==> config.mk <==
export PLATFORM = sky130hd
export DESIGN_NAME = gfx_triangle_scheduler
export DESIGN_NICKNAME = d
export VERILOG_FILES = /design/src/rtl/gfx_triangle_scheduler.sv
export SDC_FILE = /design/constraint.sdc
export NUM_CORES = 1
export LEC_CHECK = 0
export BUFFER_PORTS_ARGS = -buffer_cell sky130_fd_sc_hd__clkbuf_2
export CORE_UTILIZATION = 45
export DETAILED_ROUTE_END_ITERATION = 7
export SYNTH_ARGS = -nofsm -noshare
export SYNTH_HDL_FRONTEND = slang
export SYNTH_SLANG_ARGS = --single-unit
export TNS_END_PERCENT = 1
==> constraint.sdc <==
create_clock -name clk_i -period 9.4 [get_ports clk_i]
set_input_delay 1.88 -clock clk_i [delete_from_list [all_inputs] [get_ports clk_i]]
set_output_delay 1.88 -clock clk_i [all_outputs]
set_load 0.1 [all_outputs]
==> src/rtl/gfx_triangle_scheduler.sv <==
// gfx_triangle_scheduler
//   Queues triangle draw commands from the register front-end in a small
//   circular FIFO and feeds them one at a time to the triangle rasterizer.
//   While a triangle is being rasterized, its vertices are held stable on
//   tri_p*_o. On the rasterizer's ack, the triangle is retired and counted
//   as drawn (area > 0) or culled (area <= 0).
//
// Ports
//   clk_i, rst_i              clock, synchronous active-high reset
//   cmd_write_i, cmd_p*_i     push one triangle command (six signed coords)
//   cmd_full_o                FIFO is full
//   flush_i                   drop every queued command that has not been launched
//   tri_write_o, tri_p*_o     one-cycle launch strobe and held vertices to rasterizer
//   tri_ack_i, tri_area_i     rasterizer done ack and signed area of the triangle
//   busy_o, count_o           activity flag and FIFO occupancy
//   overflow_o                sticky flag: a push arrived while the FIFO was full
//   drawn_cnt_o, culled_cnt_o retirement statistics, wrap on overflow
//
// state  | meaning
// -------+-----------------------------------------------------------
// IDLE   | nothing in flight; launch the head when the FIFO is non-empty
// LAUNCH | tri_write_o high for this single cycle
// WAIT   | triangle in flight; retire and pop it on tri_ack_i
module gfx_triangle_scheduler #(
    parameter int point_width     = 16,
    parameter int subpixel_width  = 16,
    parameter int fifo_depth_log2 = 2,
    parameter int cnt_width       = 16
) (
    input  logic                              clk_i,
    input  logic                              rst_i,
    input  logic                              cmd_write_i,
    input  logic [point_width+subpixel_width-1:0] cmd_p0x_i,
    input  logic [point_width+subpixel_width-1:0] cmd_p0y_i,
    input  logic [point_width+subpixel_width-1:0] cmd_p1x_i,
    input  logic [point_width+subpixel_width-1:0] cmd_p1y_i,
    input  logic [point_width+subpixel_width-1:0] cmd_p2x_i,
    input  logic [point_width+subpixel_width-1:0] cmd_p2y_i,
    output logic                              cmd_full_o,
    input  logic                              flush_i,
    output logic                              tri_write_o,
    output logic [point_width+subpixel_width-1:0] tri_p0x_o,
    output logic [point_width+subpixel_width-1:0] tri_p0y_o,
    output logic [point_width+subpixel_width-1:0] tri_p1x_o,
    output logic [point_width+subpixel_width-1:0] tri_p1y_o,
    output logic [point_width+subpixel_width-1:0] tri_p2x_o,
    output logic [point_width+subpixel_width-1:0] tri_p2y_o,
    input  logic                              tri_ack_i,
    input  logic [2*point_width-1:0]          tri_area_i,
    output logic                              busy_o,
    output logic [fifo_depth_log2:0]          count_o,
    output logic                              overflow_o,
    output logic [cnt_width-1:0]              drawn_cnt_o,
    output logic [cnt_width-1:0]              culled_cnt_o
);

    localparam int W     = point_width + subpixel_width;
    localparam int D     = fifo_depth_log2;
    localparam int DEPTH = 1 << D;
    localparam logic [D:0] FULL_CNT = (D+1)'(DEPTH);

    typedef enum logic [1:0] {
        IDLE   = 2'd0,
        LAUNCH = 2'd1,
        WAIT   = 2'd2
    } state_t;

    state_t           state;
    logic [6*W-1:0]   mem [DEPTH];
    logic [D-1:0]     wr_ptr;
    logic [D-1:0]     rd_ptr;
    logic [D:0]       count;
    logic [6*W-1:0]   head;
    logic             push_ok;
    logic             pop;

    // Full is judged on the current occupancy, so a push that coincides
    // with a pop while full is still dropped. Flush overrides any push.
    assign cmd_full_o = (count == FULL_CNT);
    assign push_ok    = cmd_write_i && !cmd_full_o && !flush_i;
    assign pop        = (state == WAIT) && tri_ack_i;
    assign head       = mem[rd_ptr];
    assign count_o    = count;
    assign busy_o     = (count != '0) || (state != IDLE);

    always_ff @(posedge clk_i) begin
        if (push_ok) begin
            mem[wr_ptr] <= {cmd_p0x_i, cmd_p0y_i, cmd_p1x_i,
                            cmd_p1y_i, cmd_p2x_i, cmd_p2y_i};
        end
    end

    always_ff @(posedge clk_i) begin
        if (rst_i) begin
            state        <= IDLE;
            wr_ptr       <= '0;
            rd_ptr       <= '0;
            count        <= '0;
            tri_write_o  <= 1'b0;
            overflow_o   <= 1'b0;
            drawn_cnt_o  <= '0;
            culled_cnt_o <= '0;
            tri_p0x_o    <= '0;
            tri_p0y_o    <= '0;
            tri_p1x_o    <= '0;
            tri_p1y_o    <= '0;
            tri_p2x_o    <= '0;
            tri_p2y_o    <= '0;
        end else begin
            tri_write_o <= 1'b0;

            if (cmd_write_i && cmd_full_o && !flush_i) begin
                overflow_o <= 1'b1;
            end

            if (flush_i) begin
                if (state == IDLE) begin
                    wr_ptr <= rd_ptr;
                    count  <= '0;
                end else if (pop) begin
                    // in-flight head retires this same cycle: queue ends empty
                    rd_ptr <= rd_ptr + D'(1);
                    wr_ptr <= rd_ptr + D'(1);
                    count  <= '0;
                end else begin
                    // keep only the in-flight head
                    wr_ptr <= rd_ptr + D'(1);
                    count  <= (D+1)'(1);
                end
            end else begin
                if (push_ok) begin
                    wr_ptr <= wr_ptr + D'(1);
                end
                if (pop) begin
                    rd_ptr <= rd_ptr + D'(1);
                end
                count <= count + (D+1)'(push_ok) - (D+1)'(pop);
            end

            case (state)
                IDLE: begin
                    if (count != '0 && !flush_i) begin
                        state       <= LAUNCH;
                        tri_write_o <= 1'b1;
                        {tri_p0x_o, tri_p0y_o, tri_p1x_o,
                         tri_p1y_o, tri_p2x_o, tri_p2y_o} <= head;
                    end
                end
                LAUNCH: begin
                    state <= WAIT;
                end
                WAIT: begin
                    if (tri_ack_i) begin
                        if ($signed(tri_area_i) > 0) begin
                            drawn_cnt_o <= drawn_cnt_o + cnt_width'(1);
                        end else begin
                            culled_cnt_o <= culled_cnt_o + cnt_width'(1);
                        end
                        state <= IDLE;
                    end
                end
                default: state <= IDLE;
            endcase
        end
    end

endmodule

Word-level counts from Yosys, hierarchy flattened:

Memories as Yosys holds them, arrays and structs flattened. A register that Yosys moved wholly into a read port is not among the register bits.
Index checks and enable logic that the tools add are counted.

* flip-flop bits (word level): 43
* latch bits: 0
* bits in writable memories: 768
* bits in read-only memories: 0
* logic and storage cells: 57
* memories: 1

Memory list
* mem: words 4, bits a word 192, read ports 1, clocked after memory_dff 1, wr ports 1, line 69 `logic [6*W-1:0] mem [DEPTH];`

* $add $sub $neg: 6
* multipliers: 0
* div/mod/pow operators: 0
* $lt $le $gt $ge: 1
* eq/ne operators: 6
* shifts and indexed selects: 0
* mux-type cells: 15
* bitwise logic cells: 2
* reductions and logical operators: 18

Operator list (count)
* $add A16 B1 Y16 const B: 2
* $gt A32 B1 Y1 const B: 1
* $mux W2: 8
* $logic_and A1 B1 Y1: 6
* $pmux W2 S3: 1
* $reduce_and A3 Y1: 2
* $mux W1: 5
* $add A2 B1 Y2 const B: 2
* $ne A2 B2 Y1 const B: 2
* $reduce_and A2 Y1: 2
* $reduce_bool A2 Y1: 2
* $add A3 B1 Y3: 1
* $eq A3 B3 Y1 const B: 1
* $mux W3: 1
* $reduce_bool A3 Y1: 1
* $sub A3 B1 Y3: 1
* $eq A2 B1 Y1 const B: 1
* $eq A2 B2 Y1 const B: 1
* $logic_not A1 Y1: 2
* $logic_not A2 Y1: 1
* $ne A2 B1 Y1 const B: 1
* $not A1 Y1: 2
* $reduce_or A2 Y1: 1
* $logic_or A1 B1 Y1: 1

Longest topological paths before layout:

Gate-level depths: netlist (run 1).

* word-level depth: 7
* depth in mapped cells: 12

Least setup slack after synthesis (run 1):

Ideal clock, no wire load.

* kind: reg-to-reg
* from: register count[1] (netlist: count_o[1])
* to: memory mem[0][0] (netlist bit), enable pin
* library setup time: 576 ps
* data arrival time: 6849 ps
* data required time: 8824 ps
* path slack: 1975 ps
* cell stages (with the launch flop): 5
* path buffers: 0
* period minus slack after synthesis: 7425 ps
* path through: dfxtp_1 > nor3b_1 > nand2b_1 > nor2_1 > and2_1

* word-level cells in the longest chain between the ends: 6

Ends and longest elaborated chain
* start, declared: line 72 `logic [D:0] count;`
* start signal, assigned: line 128 `count <= (D+1)'(1);`
* start signal, assigned: line 137 `count <= count + (D+1)'(push_ok) - (D+1)'(pop);`
* $eq A3 B3 Y1: line 79 `assign cmd_full_o = (count == FULL_CNT);`
* named net cmd_full_o: line 39 `output logic cmd_full_o,`
* $logic_not A1 Y1: line 80 `assign push_ok = cmd_write_i && !cmd_full_o && !flush_i;`
* $logic_and A1 B1 Y1 (2 in a row): line 80
* $mux W1: line 87 `if (push_ok) begin`
* $mux W1 (implied by the code): line 88 `mem[wr_ptr] <= {cmd_p0x_i, cmd_p0y_i, cmd_p1x_i,`
* end, declared: line 69

The timed path passes the listed nets, and every way through them passes these cells.

Worst setup path in the final report (run 1):

* from: register count[2] (netlist: count_o[2])
* to: output cmd_full_o

* word-level cells in the longest chain between the ends: 1

Ends and longest elaborated chain (line)
* $eq A3 B3 Y1: 79
* end, declared: 39

Every way passes these cells.

==> flow_metrics.env, run 1 <==
export IMPL_synth_flop_cell="edfxtp_1"
export IMPL_grt_setup_unrepaired="no"
export IMPL_antenna_found_initial=8
export IMPL_drt_vias_per_instance=5.36
export IMPL_cts_resized=0
export IMPL_synth_top_cell_area_share_pct=63.4
export IMPL_synth_fp_nets=2344
export IMPL_finalCritPeriodShare_pct=41.3
export IMPL_switchingPower_mw=2.17
export IMPL_slew_viol_final=0
export IMPL_synth_edf_count=768
export IMPL_dr_wl_met3_um=4790
export IMPL_drt_met1_wl_um=33700
export IMPL_worstSetupPathType="reg -> out"
export IMPL_die_w_um=286
export IMPL_p_int_mw=7.43
export IMPL_p_clk_share_pct=42.2
export IMPL_grt_pass1_vias=20200
export IMPL_ios=460
export IMPL_insertion_delay_ns=0.65
export IMPL_firstDrtPassIters=5
export IMPL_drc=0
export IMPL_dieArea_sq_um=81900
export IMPL_setup_viol=0
export IMPL_wl_met2_um=42300
export IMPL_netlist_instances=2106
export IMPL_area_growth_pct=18.8
export IMPL_preCtsSetupSlack_ns=4.87
export IMPL_track_usage_pct=20.0
export IMPL_yosysWarnings=0
export IMPL_synth_commonest_cells="edfxtp_1 (768), nand2_1 (400), dfxtp_1 (235)"
export IMPL_htreeDepth=3
export IMPL_cp_start_kind="flip-flop"
export IMPL_comb_power_share_pct=6.5
export IMPL_top_layer_used="met5"
export IMPL_max_slew_margin_pct=27.0
export IMPL_cts_tree="yes"
export IMPL_ys_seq_area_share_pct=76.4
export IMPL_ctsHoldBuffers=0
export IMPL_cts_setup_buffers=0
export IMPL_crit_arrival_ns=2.00
export IMPL_pwr_share_seq_pct=51.3
export IMPL_drv_cap=0
export IMPL_gr_total_overflow=0
export IMPL_wl_per_cell_um=22.2
export IMPL_clock_sinks=1003
export IMPL_nets=2810
export IMPL_yosys_top_cells_area="edfxtp_1 (63%), dfxtp_1 (13%), mux4_2 (12%), nand2_1 (4.1%), a21oi_1 (3.0%)"
export IMPL_fillers=6400
export IMPL_ys_ff_latch=1003
export IMPL_wl_um=82400
export IMPL_peakVddDrop_v=0.000195
export IMPL_core_area_sq_um=79500
export IMPL_clkSlewWorstSetupHoldPaths_ns=0.06
export IMPL_die_h_um=286
export IMPL_worst_pin_slew_ns=1.10
export IMPL_vias=19900
export IMPL_dp_hpwl_um=48000
export IMPL_hp_class="reg -> reg"
export IMPL_power_density_nw_per_um2=222
export IMPL_cts_buffers=103
export IMPL_ys_types=48
export IMPL_syn_cell_area_sq_um=36400
export IMPL_drt_antenna_violating_nets=0
export IMPL_ys_async_sr_fraction_pct=0
export IMPL_drtIter0Drc=1231
export IMPL_yosysTopAreaCell="edfxtp_1"
export IMPL_hold_viol=0
export IMPL_switching_share_pct=22.6
export IMPL_fin_crit_ns=3.88
export IMPL_gp_congestion=0.831
export IMPL_tns_ns=0
export IMPL_crit_path_max_fanout=4
export IMPL_rows=103
export IMPL_worst_ep_required_time_ns=7.52
export IMPL_start_util_pct=45.7
export IMPL_fin_skew_ns=0.0231
export IMPL_layout_setup_ws_ns=5.52
export IMPL_end_kind="output port"
export IMPL_status="complete, no violations"
export IMPL_numPortBuffers=459
export IMPL_synthMostInstantiatedCell="edfxtp_1"
export IMPL_p_leak_nw=14.6
export IMPL_clock_root_buffer="clkbuf_16"
export IMPL_syn_area_per_cell_sq_um=17.3
export IMPL_cts_buffer_depth=3
export IMPL_drive_gt1_share_pct=32.1
export IMPL_grt_max_degree=114
export IMPL_grt_pass1_wl_um=124000
export IMPL_max_freq_mhz=257
==> layout by cell type (no fill, tap or decap), drive strengths merged, types with 12 or more instances in the layout <==
cell type	n
edfxtp	768
clkbuf	606
nand2	400
dfxtp	235
a21oi	215
mux4	192
clkinv	30
nor2	26
buf	23
o21ai	14
inv	13
nor4	12
==> power groups by stage <==
| stage | Clock (mW) | Combinational (mW) | Sequential (mW) |
|---|---|---|---|
| floorplan | 0 | 0.187 | 5.27 |
| global placement | 0 | 0.619 | 5.01 |
| detailed placement | 0 | 0.630 | 5.02 |
| CTS | 4.14 | 0.631 | 4.92 |
| global route | 4.31 | 0.658 | 4.93 |
| finish | 4.05 | 0.621 | 4.92 |
==> path summary, 6_finish.rpt <==
kind | from | to | slack [ns] | cells past startpoint
max | count_o[2] | cmd_full_o | 5.52 | 2
min | tri_p0y_o[11] | tri_p0y_o[11] | 0.45 | 2
max reg2reg | rd_ptr[0] | tri_p2y_o[3] | 6.08 | 5
min reg2reg | tri_p0y_o[11] | tri_p0y_o[11] | 0.45 | 2
==> per-stage QoR <==
step	std cells	instance area, sq um	total power [mW]	hold WS (ns)	util, %
CTS	3708	43200	9.70	0.454	54.3
detailed placement	3517	39700	5.65	0.446	50.0
floorplan	2106	36400	5.46	0.628	-
global route	3710	43200	9.90	0.466	54.3
global placement	3517	39700	5.63	0.442	50.0
finish	3710	43200	9.59	0.451	54.3
==> sequential cells by signal, summed over array words and instances, names as in the netlist <==
signal,cells
drawn_cnt_o,16
tri_p0y_o,32
tri_write_o,1
tri_p1y_o,32
overflow_o,1
tri_p2x_o,32
tri_p0x_o,32
mem,768
tri_p2y_o,32
tri_p1x_o,32
culled_cnt_o,16
count_o,3
wr_ptr,2
rd_ptr,2
state,2
==> logic make-up after synthesis <==
family | synth area share, %
AOI/OAI and AO/OA | 3.67
xor gates and xnor gates | 0.337
adders and majority gates | 0.330
buffers and inverters | 1.45
DFF | 76.4
muxes | 12.0
and+or+nand+nor | 5.85
==> worst max-delay path: stages, from the launching register on <==
cell      delay (ns)
dfxtp_1         0.39
nor3b_1         0.44
clkbuf_2        0.54
==> cell type report <==
cell class                 instances  area [sq um]  area share (%)
timing repair buffer             482          2540            5.89
clock inverter                    44           483            1.12
multi-input combinational        972          8080            18.7
antenna                            2          5.00          0.0116
sequential                      1003         27800            64.3
clock buffer                     147          2940            6.82
tap                             1050          1310            3.04
inverter                          10          37.5          0.0869
==> routing by layer <==
metal / up-vias / GRT usage, %
met4: 12 / 5.56
li1: 9039 / -
met2: 501 / 34.4
met5: - / 0
met3: 112 / 4.39
met1: 10200 / 25.6
Power figures use the tool's default switching activity.
==> inputs of run 2 (changes only) <==
Clock period 9.4 ns to 3.75 ns, I/O delays scaled along.
==> run 2 against run 1 <==
Net effect:
- cell count up 0.78%
- global-route usage up 0.72 points
- clock-buffer cell count down 17
- utilization up 0.48 points
- cell area up 0.88%
- first-iteration DRC count down 9.8%
- flip-flop and latch count unchanged
- register-to-register slack worse by 5.0 ns
- critical path type unchanged
- largest cell class unchanged
==> flow_metrics.env, run 2 (synthesis results as in run 1) <==
export IMPL_status="complete, no violations"
export IMPL_rows=103
export IMPL_fin_skew_ns=0.0152
export IMPL_grt_max_degree=126
export IMPL_drc=0
export IMPL_dr_wl_met3_um=5700
export IMPL_start_util_pct=45.7
export IMPL_cp_slowest_cell="clkbuf_2"
export IMPL_clock_sinks=1003
export IMPL_max_freq_mhz=368
export IMPL_postLayoutCellArea_sq_um=43600
export IMPL_end_kind="output port"
export IMPL_numPortBuffers=459
export IMPL_max_slew_margin_pct=26.6
export IMPL_drv_cap=0
export IMPL_gp_congestion=0.833
export IMPL_preCtsSetupSlack_ns=0.850
export IMPL_grt_pass1_wl_um=128000
export IMPL_cts_resized=0
export IMPL_fin_crit_ns=2.71
export IMPL_crit_path_max_fanout=5
export IMPL_drt_antenna_violating_nets=0
export IMPL_layout_commonest_cell="edfxtp_1"
export IMPL_vias=20000
export IMPL_setup_viol=0
export IMPL_wl_met2_um=43100
export IMPL_hold_viol=0
export IMPL_grt_setup_unrepaired="no"
export IMPL_hp_class="in -> reg"
export IMPL_largest_register="mem"
export IMPL_die_w_um=286
export IMPL_core_area_sq_um=79500
export IMPL_fin_util_pct=54.8
export IMPL_top_layer_used="met5"
export IMPL_reg2reg_setup_slack_ns=1.12
export IMPL_finalCritPeriodShare_pct=72.4
export IMPL_track_usage_pct=20.7
export IMPL_fillers=6360
export IMPL_ctsHoldBuffers=0
export IMPL_antenna_found_initial=16
export IMPL_drt_met1_wl_um=34100
export IMPL_peakVddDrop_v=0.000378
export IMPL_worst_pin_slew_ns=1.10
export IMPL_crit_arrival_ns=1.96
export IMPL_p_total_mw=24.1
export IMPL_p_leak_nw=14.8
export IMPL_clock_root_buffer="clkbuf_16"
export IMPL_clkSlewWorstSetupHoldPaths_ns=0.06
export IMPL_firstDrtPassIters=5
export IMPL_worstSetupPathType="reg -> out"
export IMPL_drtIter0Drc=1110
export IMPL_nets=2832
export IMPL_cts_buffer_depth=3
export IMPL_cp_cell_sequence="nor3_1 > nand2_1 > clkbuf_2"
export IMPL_grt_pass1_vias=20500
export IMPL_layout_common_cells="edfxtp_1 (768), clkbuf_2 (458), nand2_1 (400), dfxtp_1 (232), a21oi_1 (215)"
export IMPL_largest_reg_flops=768
export IMPL_htreeDepth=3
export IMPL_cts_setup_buffers=0
export IMPL_cts_buffers=104
export IMPL_wl_um=85100
export IMPL_cp_start_kind="flip-flop"
export IMPL_place_area_sq_um=40100
export IMPL_power_density_nw_per_um2=553
export IMPL_insertion_delay_ns=0.65
export IMPL_layout_setup_ws_ns=1.04
export IMPL_max_stage_delay_ns=0.40
export IMPL_die_h_um=286
export IMPL_dieArea_sq_um=81900
export IMPL_drt_vias_per_instance=5.35
export IMPL_dp_hpwl_um=51000
export IMPL_ios=460
export IMPL_area_growth_pct=19.8
export IMPL_wl_per_cell_um=22.8
export IMPL_worst_ep_required_time_ns=3.00
export IMPL_gr_total_overflow=0
export IMPL_drive_gt1_share_pct=32.7
export IMPL_cts_tree="yes"
export IMPL_slew_viol_final=0
==> run 2: changes by cell type in the layout (fill, tap and decap cells not counted), moves of 3 or more <==
cell,change
buf_4,+4
diode_2,+3
clkbuf_8,-10
clkinv_1,+9
clkinv_2,+12
clkbuf_1,-8
buf_12,+17
==> run 2: per-layer routing <==
metal	vias up	global-route usage, %
li1	9082	-
met1	10200	26.2
met2	567	34.9
met3	138	5.75
met4	22	6.16
met5	-	0
==> run 2: final timing paths <==
kind	from	to	cells after the start
setup / recovery	count_o[1]	busy_o	3
hold / removal	cmd_p1y_i[22]	mem[1][86]	1
setup reg to reg	count_o[2]	count_o[2]	12
hold reg to reg	tri_p0x_o[9]	tri_p0x_o[9]	2
==> run 2: metrics by stage <==
step           hold slack [ns]  cells  TNS (ns)
6_report                 0.310   3739         0
5_1_grt                  0.271   3739         0
4_1_cts                  0.257   3734         0
3_5_place_dp             0.446   3538         0
3_3_place_gp             0.441   3538         0
2_1_floorplan            0.628   2106  -0.00487
==> run 2: final cells by class <==
class	instances	area [sq um]	area share, %
Clock buffer	130	2800	6.43
Clock inverter	66	616	1.41
Inverter	10	37.5	0.0862
Tap cell	1050	1310	3.02
Sequential cell	1003	27800	63.8
Multi-Input combinational cell	972	8090	18.6
Timing Repair Buffer	503	2910	6.68
Antenna cell	5	12.5	0.0287
==> run 2: power breakdown <==
group | switching [mW] | internal (mW)
clock network | 4.21 | 5.93
registers | 0.0937 | 12.2
logic | 1.22 | 0.373
==> run 2: worst max-delay path, delay by kind of cell, from the launching register on <==
family / cells / cell delay [ns]
simple gates: 2 / 0.55
flops: 1 / 0.36
buf+inv: 1 / 0.40
==> inputs of run 3 (changes only) <==
Clock period 3.75 ns to 2.74 ns, I/O delays scaled along.
==> run 3 against run 2 <==
Net effect:
- register-to-register slack worse by 0.60 ns
- die area unchanged
- via count up 0.49%
- critical path type unchanged
- highest routed layer unchanged
==> flow_metrics.env, run 3 (synthesis results as in run 1) <==
export IMPL_worst_ep_required_time_ns=2.19
export IMPL_r2r_cells=12
export IMPL_firstDrtPassIters=5
export IMPL_insertion_delay_ns=0.67
export IMPL_grt_pass1_vias=20700
export IMPL_fin_util_pct=55.9
export IMPL_cts_buffer_depth=3
export IMPL_ctsHoldBuffers=0
export IMPL_die_h_um=286
export IMPL_power_density_nw_per_um2=768
export IMPL_p_total_mw=34.1
export IMPL_cts_buffers=105
export IMPL_grt_pass1_wl_um=128000
export IMPL_fin_cells=3781
export IMPL_min_path_cells=1
export IMPL_tns_ns=0
export IMPL_fin_crit_ns=2.46
export IMPL_cts_resized=0
export IMPL_setup_viol=0
export IMPL_place_area_sq_um=40700
export IMPL_numPortBuffers=459
export IMPL_hold_viol=0
export IMPL_drc=0
export IMPL_grt_setup_unrepaired="no"
export IMPL_die_w_um=286
export IMPL_drt_antenna_violating_nets=0
export IMPL_drv_cap=0
export IMPL_wl_um=84800
export IMPL_drt_vias_per_instance=5.32
export IMPL_grt_max_degree=89
export IMPL_peakVddDrop_v=0.000541
export IMPL_cts_setup_buffers=0
export IMPL_max_freq_mhz=407
export IMPL_crit_arrival_ns=1.91
export IMPL_status="complete, no violations"
export IMPL_largest_register="mem"
export IMPL_slew_viol_final=0
export IMPL_clock_sinks=1003
export IMPL_cp_start_kind="flip-flop"
export IMPL_vias=20100
export IMPL_layout_common_cells="edfxtp_1 (768), clkbuf_2 (458), nand2_1 (400), dfxtp_1 (230), a21oi_1 (215)"
export IMPL_drtIter0Drc=1193
export IMPL_worst_pin_slew_ns=0.751
export IMPL_finalCritPeriodShare_pct=89.8
export IMPL_start_util_pct=45.7
export IMPL_ios=460
export IMPL_area_growth_pct=22.3
export IMPL_hold_slack_ns=0.101
export IMPL_hp_class="in -> reg"
export IMPL_htreeDepth=3
export IMPL_max_slew_margin_pct=49.9
export IMPL_wl_per_cell_um=22.4
export IMPL_drive_gt1_share_pct=34.1
export IMPL_clock_root_buffer="clkbuf_16"
export IMPL_dp_hpwl_um=53300
export IMPL_layout_commonest_cell="edfxtp_1"
export IMPL_antenna_found_initial=11
export IMPL_preCtsSetupSlack_ns=0.350
export IMPL_cts_tree="yes"
export IMPL_gr_total_overflow=0
export IMPL_fin_skew_ns=0.0332
export IMPL_gp_congestion=0.881
export IMPL_p_leak_nw=15.2
export IMPL_track_usage_pct=20.7
export IMPL_rows=103
export IMPL_dieArea_sq_um=81900
export IMPL_clkSlewWorstSetupHoldPaths_ns=0.06
export IMPL_fillers=6225
export IMPL_worstSetupPathType="reg -> out"
export IMPL_nets=2869
export IMPL_crit_path_max_fanout=4
export IMPL_largest_reg_flops=768
export IMPL_postLayoutCellArea_sq_um=44500
export IMPL_dp_cells=3574
export IMPL_end_kind="output port"
export IMPL_core_area_sq_um=79500
export IMPL_layout_setup_ws_ns=0.281
-- run 3: final timing paths --
path / slack, ns / endpoint / start
min reg2reg: 0.45 / tri_p2y_o[29] / tri_p2y_o[29]
min: 0.10 / mem[3][17] / cmd_p2y_i[17]
max reg2reg: 0.52 / count_o[2] / count_o[2]
max: 0.28 / busy_o / count_o[2]
-- run 3: cell type report --
type                       instances  area, sq um  area share (%)
multi-input combinational        972         8110            18.2
clock buffer                     147         3000            6.74
tap                             1050         1310            2.95
antenna                            7         17.5          0.0394
inverter                          10         37.5          0.0844
clock inverter                    53          761            1.71
sequential                      1003        27800            62.5
timing repair buffer             539         3440            7.75
-- run 3: per-layer routing --
layer | vias to the layer above | GRT usage, % | share of wire (%)
met2 | 547 | 35.8 | 52
met5 | - | 0 | 0.084
met4 | 10 | 5.92 | 1.8
li1 | 9151 | - | -
met3 | 98 | 4.90 | 6.3
met1 | 10300 | 26.0 | 40
-- run 3: worst max-delay path: stages (launching register included) --
cell	delay, ns
dfxtp_4	0.36
nor3_1	0.36
nand2_1	0.14
clkbuf_2	0.39
-- run 3: where the power goes --
group          internal, mW  switching (mW)  leakage (nW)
Clock                  9.18            5.84          1.83
Combinational         0.557            1.69          4.45
Sequential             16.8           0.128          8.88
